`src/rtl/imm_pkg.sv`:
```
// imm_pkg: shared constants for the immediate encoder.
//   - immediate-type select encodings (I/S/B/U/J)
//   - result error codes
//   - bit positions inside F = inst[31:7] (F[i] = inst[i+7])
//   - a small helper that classifies a select value as legal or not
package imm_pkg;

    // Immediate-type select values
    localparam logic [2:0] IMM_SEL_I = 3'd1;
    localparam logic [2:0] IMM_SEL_S = 3'd2;
    localparam logic [2:0] IMM_SEL_B = 3'd3;
    localparam logic [2:0] IMM_SEL_U = 3'd4;
    localparam logic [2:0] IMM_SEL_J = 3'd5;

    // Error codes reported alongside each result
    localparam logic [1:0] ERR_NONE  = 2'd0;
    localparam logic [1:0] ERR_RANGE = 2'd1;
    localparam logic [1:0] ERR_ALIGN = 2'd2;
    localparam logic [1:0] ERR_SEL   = 2'd3;

    // Field positions within F (inst[31:7])
    localparam int F_MSB      = 24;  // inst[31]
    localparam int F_I_LO     = 13;  // I: F[24:13] = imm[11:0]
    localparam int F_SB_HI_LO = 18;  // S/B upper chunk ends at F[18]
    localparam int F_SB_LO_HI = 4;   // S/B lower chunk F[4:0] / F[4:1]
    localparam int F_B_BIT11  = 0;   // B: imm[11] lives in F[0] (inst[7])
    localparam int F_U_LO     = 5;   // U: F[24:5] = imm[31:12]
    localparam int F_J_LO_HI  = 23;  // J: F[23:14] = imm[10:1]
    localparam int F_J_LO_LO  = 14;
    localparam int F_J_BIT11  = 13;  // J: F[13] = imm[11]
    localparam int F_J_MID_HI = 12;  // J: F[12:5] = imm[19:12]
    localparam int F_J_MID_LO = 5;

    // True for the five encodable immediate types
    function automatic logic sel_legal(input logic [2:0] sel);
        return (sel >= IMM_SEL_I) && (sel <= IMM_SEL_J);
    endfunction

endpackage

```
`src/rtl/imm_enc_core.sv`:
```
// imm_enc_core: combinational immediate scatter and legality checker.
//   Takes an immediate, a type select and the non-immediate instruction bits,
//   and produces inst[31:7] with the immediate scattered into its RISC-V
//   positions.  Any failed check returns the base bits untouched.
// Ports:
//   imm   in  XLEN  immediate (two's complement)
//   sel   in  3     immediate type (1=I 2=S 3=B 4=U 5=J)
//   base  in  INST  non-immediate bits to merge
//   field out INST  encoded inst[31:7]
//   err   out 1     encoding failed
//   code  out 2     error code (none/range/misaligned/illegal select)
module imm_enc_core
    import imm_pkg::*;
#(
    parameter int XLEN = 32,
    parameter int INST = 25
) (
    input  logic [XLEN-1:0] imm,
    input  logic [2:0]      sel,
    input  logic [INST-1:0] base,
    output logic [INST-1:0] field,
    output logic            err,
    output logic [1:0]      code
);

    logic [INST-1:0] enc;
    logic            sext_11;   // imm fits in 12-bit signed (I/S)
    logic            sext_12;   // imm fits in 13-bit signed (B)
    logic            sext_20;   // imm fits in 21-bit signed (J)

    // A value fits in N+1 signed bits when all bits from N upward agree.
    always_comb begin
        sext_11 = (&imm[XLEN-1:11]) | ~(|imm[XLEN-1:11]);
        sext_12 = (&imm[XLEN-1:12]) | ~(|imm[XLEN-1:12]);
        sext_20 = (&imm[XLEN-1:20]) | ~(|imm[XLEN-1:20]);
    end

    always_comb begin
        enc  = base;
        code = ERR_NONE;
        case (sel)
            IMM_SEL_I: begin
                enc[F_MSB:F_I_LO] = imm[11:0];
                if (!sext_11) code = ERR_RANGE;
            end
            IMM_SEL_S: begin
                enc[F_MSB:F_SB_HI_LO] = imm[11:5];
                enc[F_SB_LO_HI:0]     = imm[4:0];
                if (!sext_11) code = ERR_RANGE;
            end
            IMM_SEL_B: begin
                enc[F_MSB]              = imm[12];
                enc[F_MSB-1:F_SB_HI_LO] = imm[10:5];
                enc[F_SB_LO_HI:1]       = imm[4:1];
                enc[F_B_BIT11]          = imm[11];
                if (imm[0])        code = ERR_ALIGN;
                else if (!sext_12) code = ERR_RANGE;
            end
            IMM_SEL_U: begin
                enc[F_MSB:F_U_LO] = imm[31:12];
                if (imm[11:0] != 12'd0) code = ERR_ALIGN;
            end
            IMM_SEL_J: begin
                enc[F_MSB]                 = imm[20];
                enc[F_J_LO_HI:F_J_LO_LO]   = imm[10:1];
                enc[F_J_BIT11]             = imm[11];
                enc[F_J_MID_HI:F_J_MID_LO] = imm[19:12];
                if (imm[0])        code = ERR_ALIGN;
                else if (!sext_20) code = ERR_RANGE;
            end
            default: begin
                code = ERR_SEL;
            end
        endcase

        // Belt and braces: an unlisted select can never leak a partial scatter.
        if (!sel_legal(sel)) code = ERR_SEL;

        err   = (code != ERR_NONE);
        field = err ? base : enc;
    end

endmodule

```
`src/rtl/imm_enc.sv`:
```
// imm_enc: two-stage valid/ready immediate encoder with result statistics.
//   S1 holds the accepted request (imm, sel, base); the combinational core
//   sits between S1 and S2; S2 holds the registered result.  Each stage
//   reloads when empty or when its contents leave in the same cycle, so the
//   pipe sustains one result per cycle and holds at most two entries when
//   the consumer stalls.
// Ports:
//   clk_i           in   clock
//   rst_i           in   synchronous active-high reset
//   in_valid_i      in   request valid
//   in_ready_o      out  request accepted when in_valid_i && in_ready_o
//   in_imm_i        in   XLEN immediate
//   in_sel_i        in   3-bit immediate type select
//   in_base_i       in   INST non-immediate bits
//   out_valid_o     out  result valid
//   out_ready_i     in   consumer ready
//   out_field_o     out  encoded inst[31:7]
//   out_err_o       out  encoding failed
//   out_err_code_o  out  error code
//   cnt_clr_i       in   synchronous clear of both counters
//   enc_cnt_o       out  successful results delivered (saturating)
//   err_cnt_o       out  errored results delivered (saturating)
module imm_enc
    import imm_pkg::*;
#(
    parameter int XLEN  = 32,
    parameter int INST  = 25,
    parameter int CNT_W = 16
) (
    input  logic             clk_i,
    input  logic             rst_i,
    input  logic             in_valid_i,
    output logic             in_ready_o,
    input  logic [XLEN-1:0]  in_imm_i,
    input  logic [2:0]       in_sel_i,
    input  logic [INST-1:0]  in_base_i,
    output logic             out_valid_o,
    input  logic             out_ready_i,
    output logic [INST-1:0]  out_field_o,
    output logic             out_err_o,
    output logic [1:0]       out_err_code_o,
    input  logic             cnt_clr_i,
    output logic [CNT_W-1:0] enc_cnt_o,
    output logic [CNT_W-1:0] err_cnt_o
);

    logic            s1_v;
    logic [XLEN-1:0] s1_imm;
    logic [2:0]      s1_sel;
    logic [INST-1:0] s1_base;

    logic            s2_v;
    logic [INST-1:0] s2_field;
    logic            s2_err;
    logic [1:0]      s2_code;

    logic [INST-1:0] core_field;
    logic            core_err;
    logic [1:0]      core_code;

    logic s1_load;
    logic s2_load;
    logic out_hs;

    logic [CNT_W-1:0] enc_cnt;
    logic [CNT_W-1:0] err_cnt;

    // S2 can take new data if empty or draining this cycle; S1 can if empty
    // or if its entry moves into S2.  S1's load condition is the upstream
    // ready, which reduces to !s1_v || !s2_v || out_ready_i.
    assign s2_load    = !s2_v || out_ready_i;
    assign s1_load    = !s1_v || s2_load;
    assign in_ready_o = s1_load;
    assign out_hs     = s2_v && out_ready_i;

    always_ff @(posedge clk_i) begin
        if (rst_i) begin
            s1_v    <= 1'b0;
            s1_imm  <= '0;
            s1_sel  <= '0;
            s1_base <= '0;
        end else if (s1_load) begin
            s1_v <= in_valid_i;
            if (in_valid_i) begin
                s1_imm  <= in_imm_i;
                s1_sel  <= in_sel_i;
                s1_base <= in_base_i;
            end
        end
    end

    imm_enc_core #(
        .XLEN (XLEN),
        .INST (INST)
    ) u_core (
        .imm   (s1_imm),
        .sel   (s1_sel),
        .base  (s1_base),
        .field (core_field),
        .err   (core_err),
        .code  (core_code)
    );

    // Result registers only move when S2 reloads, which keeps the outputs
    // frozen while the consumer stalls.
    always_ff @(posedge clk_i) begin
        if (rst_i) begin
            s2_v     <= 1'b0;
            s2_field <= '0;
            s2_err   <= 1'b0;
            s2_code  <= ERR_NONE;
        end else if (s2_load) begin
            s2_v <= s1_v;
            if (s1_v) begin
                s2_field <= core_field;
                s2_err   <= core_err;
                s2_code  <= core_code;
            end
        end
    end

    // Clear wins over a same-cycle increment; both counters stick at all-ones.
    always_ff @(posedge clk_i) begin
        if (rst_i) begin
            enc_cnt <= '0;
            err_cnt <= '0;
        end else if (cnt_clr_i) begin
            enc_cnt <= '0;
            err_cnt <= '0;
        end else if (out_hs) begin
            if (!s2_err) begin
                if (enc_cnt != '1) enc_cnt <= enc_cnt + CNT_W'(1);
            end else begin
                if (err_cnt != '1) err_cnt <= err_cnt + CNT_W'(1);
            end
        end
    end

    assign out_valid_o    = s2_v;
    assign out_field_o    = s2_field;
    assign out_err_o      = s2_err;
    assign out_err_code_o = s2_code;
    assign enc_cnt_o      = enc_cnt;
    assign err_cnt_o      = err_cnt;

endmodule

```
`config.mk`:
```
export PLATFORM = sky130hd
export DESIGN_NAME = imm_enc
export DESIGN_NICKNAME = d
export VERILOG_FILES = /design/src/rtl/imm_pkg.sv /design/src/rtl/imm_enc_core.sv /design/src/rtl/imm_enc.sv
export SDC_FILE = /design/constraint.sdc
export NUM_CORES = 1
export LEC_CHECK = 0
export BUFFER_PORTS_ARGS = -buffer_cell sky130_fd_sc_hd__buf_4
export CORE_ASPECT_RATIO = 0.7
export CORE_MARGIN = 8
export CORE_UTILIZATION = 26
export DETAILED_ROUTE_END_ITERATION = 12
export GPL_ROUTABILITY_DRIVEN = 0
export PLACE_DENSITY = 0.49
export REMOVE_ABC_BUFFERS = 1
export SLEW_MARGIN = 20
export SYNTH_ARGS = -nofsm -noshare
export SYNTH_HDL_FRONTEND = slang
export SYNTH_SLANG_ARGS = --single-unit
```
`constraint.sdc`:
```
create_clock -name clk_i -period 6.2 [get_ports clk_i]
set_input_delay 0.31 -clock clk_i [delete_from_list [all_inputs] [get_ports clk_i]]
set_output_delay 0.31 -clock clk_i [all_outputs]
set_load 0.01 [all_outputs]
```
==> results.cfg, run 1 <==
[layout]
syn2layout_area_growth_pct = 34.2
final_nets = 849
layout_common_cells = nand2_1 (156), buf_4 (131), dfxtp_1 (122), a21oi_1 (83), nor2_1 (49)
diodes = 0
fin_area_sq_um = 7240
final_common_cell = nand2_1
seqCellArea_sq_um = 2440
fillerInstances = 2185
layout-drive-gt1-share = 0.220
layoutNonFillerInstCount = 1071
multi_input_area_sq_um = 2790

[sta]
finalHoldViolations = 0
slew_headroom = 0.324
rsz0062_at_grt = false
setup_slack_ns = 3.36
post-route-min-period_ns = 2.84
worstMarginPinSlew_ns = 1.01
slew_viol_final = 0
finalCritPeriodShare = 0.458
setup_viol = 0
fin_skew_ns = 0.0114
fmax_ghz = 0.352
tns_ns = 0

[worst_setup_path]
cp.arrival_ns = 3.14
critical_path_peak_fanout = 24
rrSetupSlack_ns = 3.36
critPathLaunchType = flip-flop
worstSetupPathType = reg2reg
required_ns = 6.51
worstSetupEndpointType = flip-flop

[power]
peakVddDrop_mv = 0.157
p_per_area_nw_per_um2 = 297
p_leak_uw = 0.00270
fin_total_pwr_uw = 2150

[synthesis]
synth_enable_flop_cells = 0
synth-seq-cells = 122
yosysTopAreaCell = dfxtp_1
avgSynthCellArea_sq_um = 7.97
ys.flop_type = dfxtp_1
ys.warnings.count = 0
ys_async_sr_fraction = 0
synth.area.top_cells = dfxtp_1 (45%), nand2_1 (11%), a21oi_1 (7.7%)
yosysUniqueCellTypes = 50
synth_top_area_frac = 0.453
synth_cells = 677
seq_area_frac_synth = 0.453
syn_area_sq_um = 5390

[placement]
hpwl_um = 12200
pre_cts_ws_ns = 3.19
portBuffers = 126
dp_cells = 1039
place_area_sq_um = 6560

[clock_network]
cts_buffers = 17
cts_resized = 0
cts_tree = built
cts_hold_buf = 0
clock_sinks = 122
post_cts_buffers = 0
cts_max_level = 4
cts-root-buf = clkbuf_16
cts.clk_slew.worst_paths_ns = 0.06
cts_buffer_depth = 2
clk_latency_ns = 0.42

[floorplan]
core-area_sq_um = 20500
num_rows = 44
dieArea_sq_um = 25700
die_h_um = 137
initial_core_util = 0.263
ioPinCount = 127
die-width_um = 188

[global_routing]
antenna_found_initial = 0
grt_usage = 0.130
grt_first_pass_wirelength_um = 26500
grt_pass1_vias = 4756
grt_max_degree = 70
gr-total-overflow = 0

[detailed_routing]
wl_per_cell_um = 15.8
first_iter_violations = 277
routed_wl_um = 16900
first_pass_iters = 4
vias = 5042
antenna_left = 0
drc = 0
vias_per_cell = 4.71

[run]
max_cap_violations = 0

[outcome]
outcome = complete, no violations

[worst_hold_path]
hp-class = in2reg
-- final cells by class --
type                    instances  area share
clock inverters                12      0.0259
multi-input cells             504       0.385
well taps                     276      0.0477
repair buffers                131       0.136
flip-flops and latches        122       0.337
inverters                       6     0.00311
clock buffers                  20      0.0645
-- synthesized netlist by cell type, types with 7 or more instances --
master	count
nand2_1	157
dfxtp_1	122
a21oi_1	83
nor2_1	49
clkbuf_1	39
o21ai_0	25
xnor2_1	17
nand4_1	15
nor3_1	15
mux2i_1	12
nand3_1	12
a211oi_1	10
nor4_1	10
o41ai_1	8
xor2_1	8
a22oi_1	7
-- cell families after synthesis --
logic type / synth area share
AND/OR/NAND/NOR: 0.249
adder cells (fa/ha/maj): 0.00464
multiplexers: 0.0223
flip-flops: 0.453
AO/OA/AOI/OAI: 0.195
buffers and inverters: 0.0357
XOR/XNOR: 0.0406
-- critical path, cell delays in order (launching register included) --
cell and delay [ns]:
dfxtp_1 0.82, xnor2_1 0.29, a2bb2oi_1 0.19, o22ai_1 0.15
a31oi_1 0.81, nand3_1 0.17, a32o_1 0.29
-- report_power, final --
group          leakage (uW)  internal (uW)  switching [uW]
combinational       0.00139           88.3             114
sequential         0.000998            819            33.6
clock              0.000313            710             384
total               0.00270           1620             531
-- per-layer routing --
| metal | global-route usage | vias up | wire, um | share of wire |
|---|---|---|---|---|
| met3 | 0.0466 | 11 | 1230 | 0.073 |
| met4 | 0.0366 | 0 | 151 | 0.0089 |
| met5 | 0 | - | 0 | 0 |
| li1 | - | 2609 | - | - |
| met2 | 0.171 | 116 | 6660 | 0.39 |
| met1 | 0.191 | 2306 | 8900 | 0.53 |
-- flip-flops by register name, indices dropped and copies added (netlist names) --
register and count:
enc_cnt_o 16, err_cnt_o 16, out_err_code_o 2, out_err_o 1, out_field_o 25, out_valid_o 1
s1_base 25, s1_imm 32, s1_sel 3, s1_v 1
-- through the flow --
step,hold slack [ns],util
2_1_floorplan,0.379,-
3_3_place_gp,0.442,0.320
3_5_place_dp,0.448,0.320
4_1_cts,0.115,0.352
5_1_grt,0.119,0.352
6_report,0.135,0.352
-- final timing paths --
path,from,depth (start not counted),to
hold reg to reg,s1_base[10],2,s1_base[10]
hold / removal,in_base_i[9],3,s1_base[9]
setup reg to reg,s1_sel[1],6,out_field_o[0]
setup / recovery,s1_sel[1],6,out_field_o[0]
Note: power is estimated with default switching activity, not from simulation.
==> run 2, diff against run 1 <==
==> constraint.sdc (replaced) <==
create_clock -name clk_i -period 2.8 [get_ports clk_i]
set_input_delay 0.14 -clock clk_i [delete_from_list [all_inputs] [get_ports clk_i]]
set_output_delay 0.14 -clock clk_i [all_outputs]
set_load 0.01 [all_outputs]
==> run 2 against run 1 <==
Against the previous run:
- power rose by 110%
- critical path depth did not move
- combinational power rose to 2.7 times the previous value
- first-iteration DRC count rose by 40%
- die area did not move
- cell area rose by 8.0%
- largest power group unchanged
- highest routed layer unchanged
==> results.cfg, run 2 (same netlist as run 1, synthesis figures left out) <==
[layout]
max_flop_register = s1_imm
syn2layout_area_growth_pct = 44.9
fillerInstances = 2140
layout-drive-gt1-share = 0.219
diodes = 0
layout_common_cells = nand2_1 (156), buf_4 (145), dfxtp_1 (122), a21oi_1 (83), dlygate4sd3_1 (56)
largest_register_ffs = 32
final_core_util = 0.381
final_common_cell = nand2_1
layoutNonFillerInstCount = 1143
final_nets = 921

[sta]
post-route-min-period_ns = 2.41
fin_skew_ns = 0.00837
finalCritPeriodShare = 0.860
setup_slack_ns = 0.393
slew_viol_final = 0
worstMarginPinSlew_ns = 0.850
fmax_ghz = 0.416
finalHoldViolations = 0
setup_viol = 0
hold_slack_ns = 0.0188
slew_headroom = 0.432
rsz0062_at_grt = false

[global_routing]
grt_util_met1 = 0.200
gr-total-overflow = 0
grt_usage = 0.137
met3_usage = 0.0504
grt_pass1_vias = 5139
grt_util_met2 = 0.184
globalRoute.busiestLayer = met1
antenna_found_initial = 0
grt_first_pass_wirelength_um = 28000
grt_max_degree = 42

[power]
peakVddDrop_mv = 0.371
p_leak_uw = 0.00298
p_per_area_nw_per_um2 = 570

[placement]
dp_cells = 1055
pre_cts_ws_ns = 0.437
portBuffers = 126
hpwl_um = 12900

[detailed_routing]
first_pass_iters = 4
drc = 0
wl_per_cell_um = 15.6
vias = 5301
vias_per_cell = 4.64
antenna_left = 0
first_iter_violations = 387
routed_wl_um = 17800

[worst_setup_path]
critPathBufInv = 0
critical_path_peak_fanout = 7
required_ns = 3.09
crit_chain = or4_1 > nor3_1 > a31oi_1 > o22a_1 > o41ai_1 > o21ai_0
max_stage_delay_ns = 0.56
path_delay_family = compound AO/OA/AOI/OAI gates
worstSetupEndpointType = flip-flop
cp_slowest_cell = or4_1
critPathLaunchType = flip-flop
worstSetupPathType = reg2reg
cp.arrival_ns = 2.69

[clock_network]
cts.clk_slew.worst_paths_ns = 0.06
cts_max_level = 4
cts-root-buf = clkbuf_16
clk_latency_ns = 0.41
cts_buffer_depth = 2
post_cts_buffers = 0
cts_buffers = 17
clock_sinks = 122
cts_tree = built

[floorplan]
dieArea_sq_um = 25700
initial_core_util = 0.263
ioPinCount = 127
die-width_um = 188
core-area_sq_um = 20500
die_h_um = 137
num_rows = 44

[run]
max_cap_violations = 0

[outcome]
outcome = complete, no violations

[worst_hold_path]
hp-class = in2reg
==> run 2: cell types whose count changed in the layout (fill, tap and decap cells not counted), moves of 2 or more <==
cell | previous run | this run
buf_12 | 0 | 2
buf_4 | 131 | 145
bufinv_16 | 4 | 0
clkinv_2 | 0 | 4
dlygate4sd3_1 | 0 | 56
==> run 2: stage by stage <==
| stage | power [uW] | instance area (sq um) | setup TNS [ns] |
|---|---|---|---|
| 5_1_grt | 4660 | 7820 | 0 |
| 6_report | 4450 | 7820 | 0 |
| 2_1_floorplan | 2140 | 5220 | -2.64 |
| 3_3_place_gp | 2400 | 6710 | 0 |
| 4_1_cts | 4520 | 7820 | 0 |
| 3_5_place_dp | 2400 | 6710 | 0 |
==> run 2: layer usage <==
| metal | routed length [um] | up-vias |
|---|---|---|
| li1 | - | 2758 |
| met5 | 0 | - |
| met1 | 9530 | 2402 |
| met3 | 1310 | 13 |
| met2 | 6760 | 128 |
| met4 | 181 | 0 |
==> run 2: final cells by class <==
cell class | instances | area [sq um] | area share
multi-input combinational | 504 | 2770 | 0.354
sequential | 122 | 2440 | 0.312
timing repair buffer | 203 | 1690 | 0.216
clock buffer | 19 | 453 | 0.0579
tap | 276 | 345 | 0.0442
clock inverter | 13 | 95.1 | 0.0122
inverter | 6 | 22.5 | 0.00288
==> run 2: power by group <==
part	leakage (uW)	internal (uW)	switching, uW
Clock	0.000266	1180	843
Sequential	0.000998	1810	69.2
Combinational	0.00171	266	280
Total	0.00298	3260	1190
==> run 2: final timing paths <==
| check | start | to | slack (ns) | depth (start not counted) |
|---|---|---|---|---|
| worst max-delay path | s1_imm[1] | out_field_o[23] | 0.39 | 6 |
| worst min-delay path | in_sel_i[2] | s1_sel[2] | 0.02 | 3 |
| worst max register to register | s1_imm[1] | out_field_o[23] | 0.39 | 6 |
| worst min register to register | s1_base[9] | s1_base[9] | 0.45 | 2 |
==> run 2: repair_timing <==
item | in CTS | in global routing
hold endpoints to repair | 56 | 0
resized for setup | 0 | 0
hold buffers | 56 | 0
==> run 2: worst register-to-register path: stages (launching register included) <==
cell	delay (ns)
dfxtp_1	0.37
or4_1	0.56
nor3_1	0.17
a31oi_1	0.29
o22a_1	0.37
o41ai_1	0.40
o21ai_0	0.13
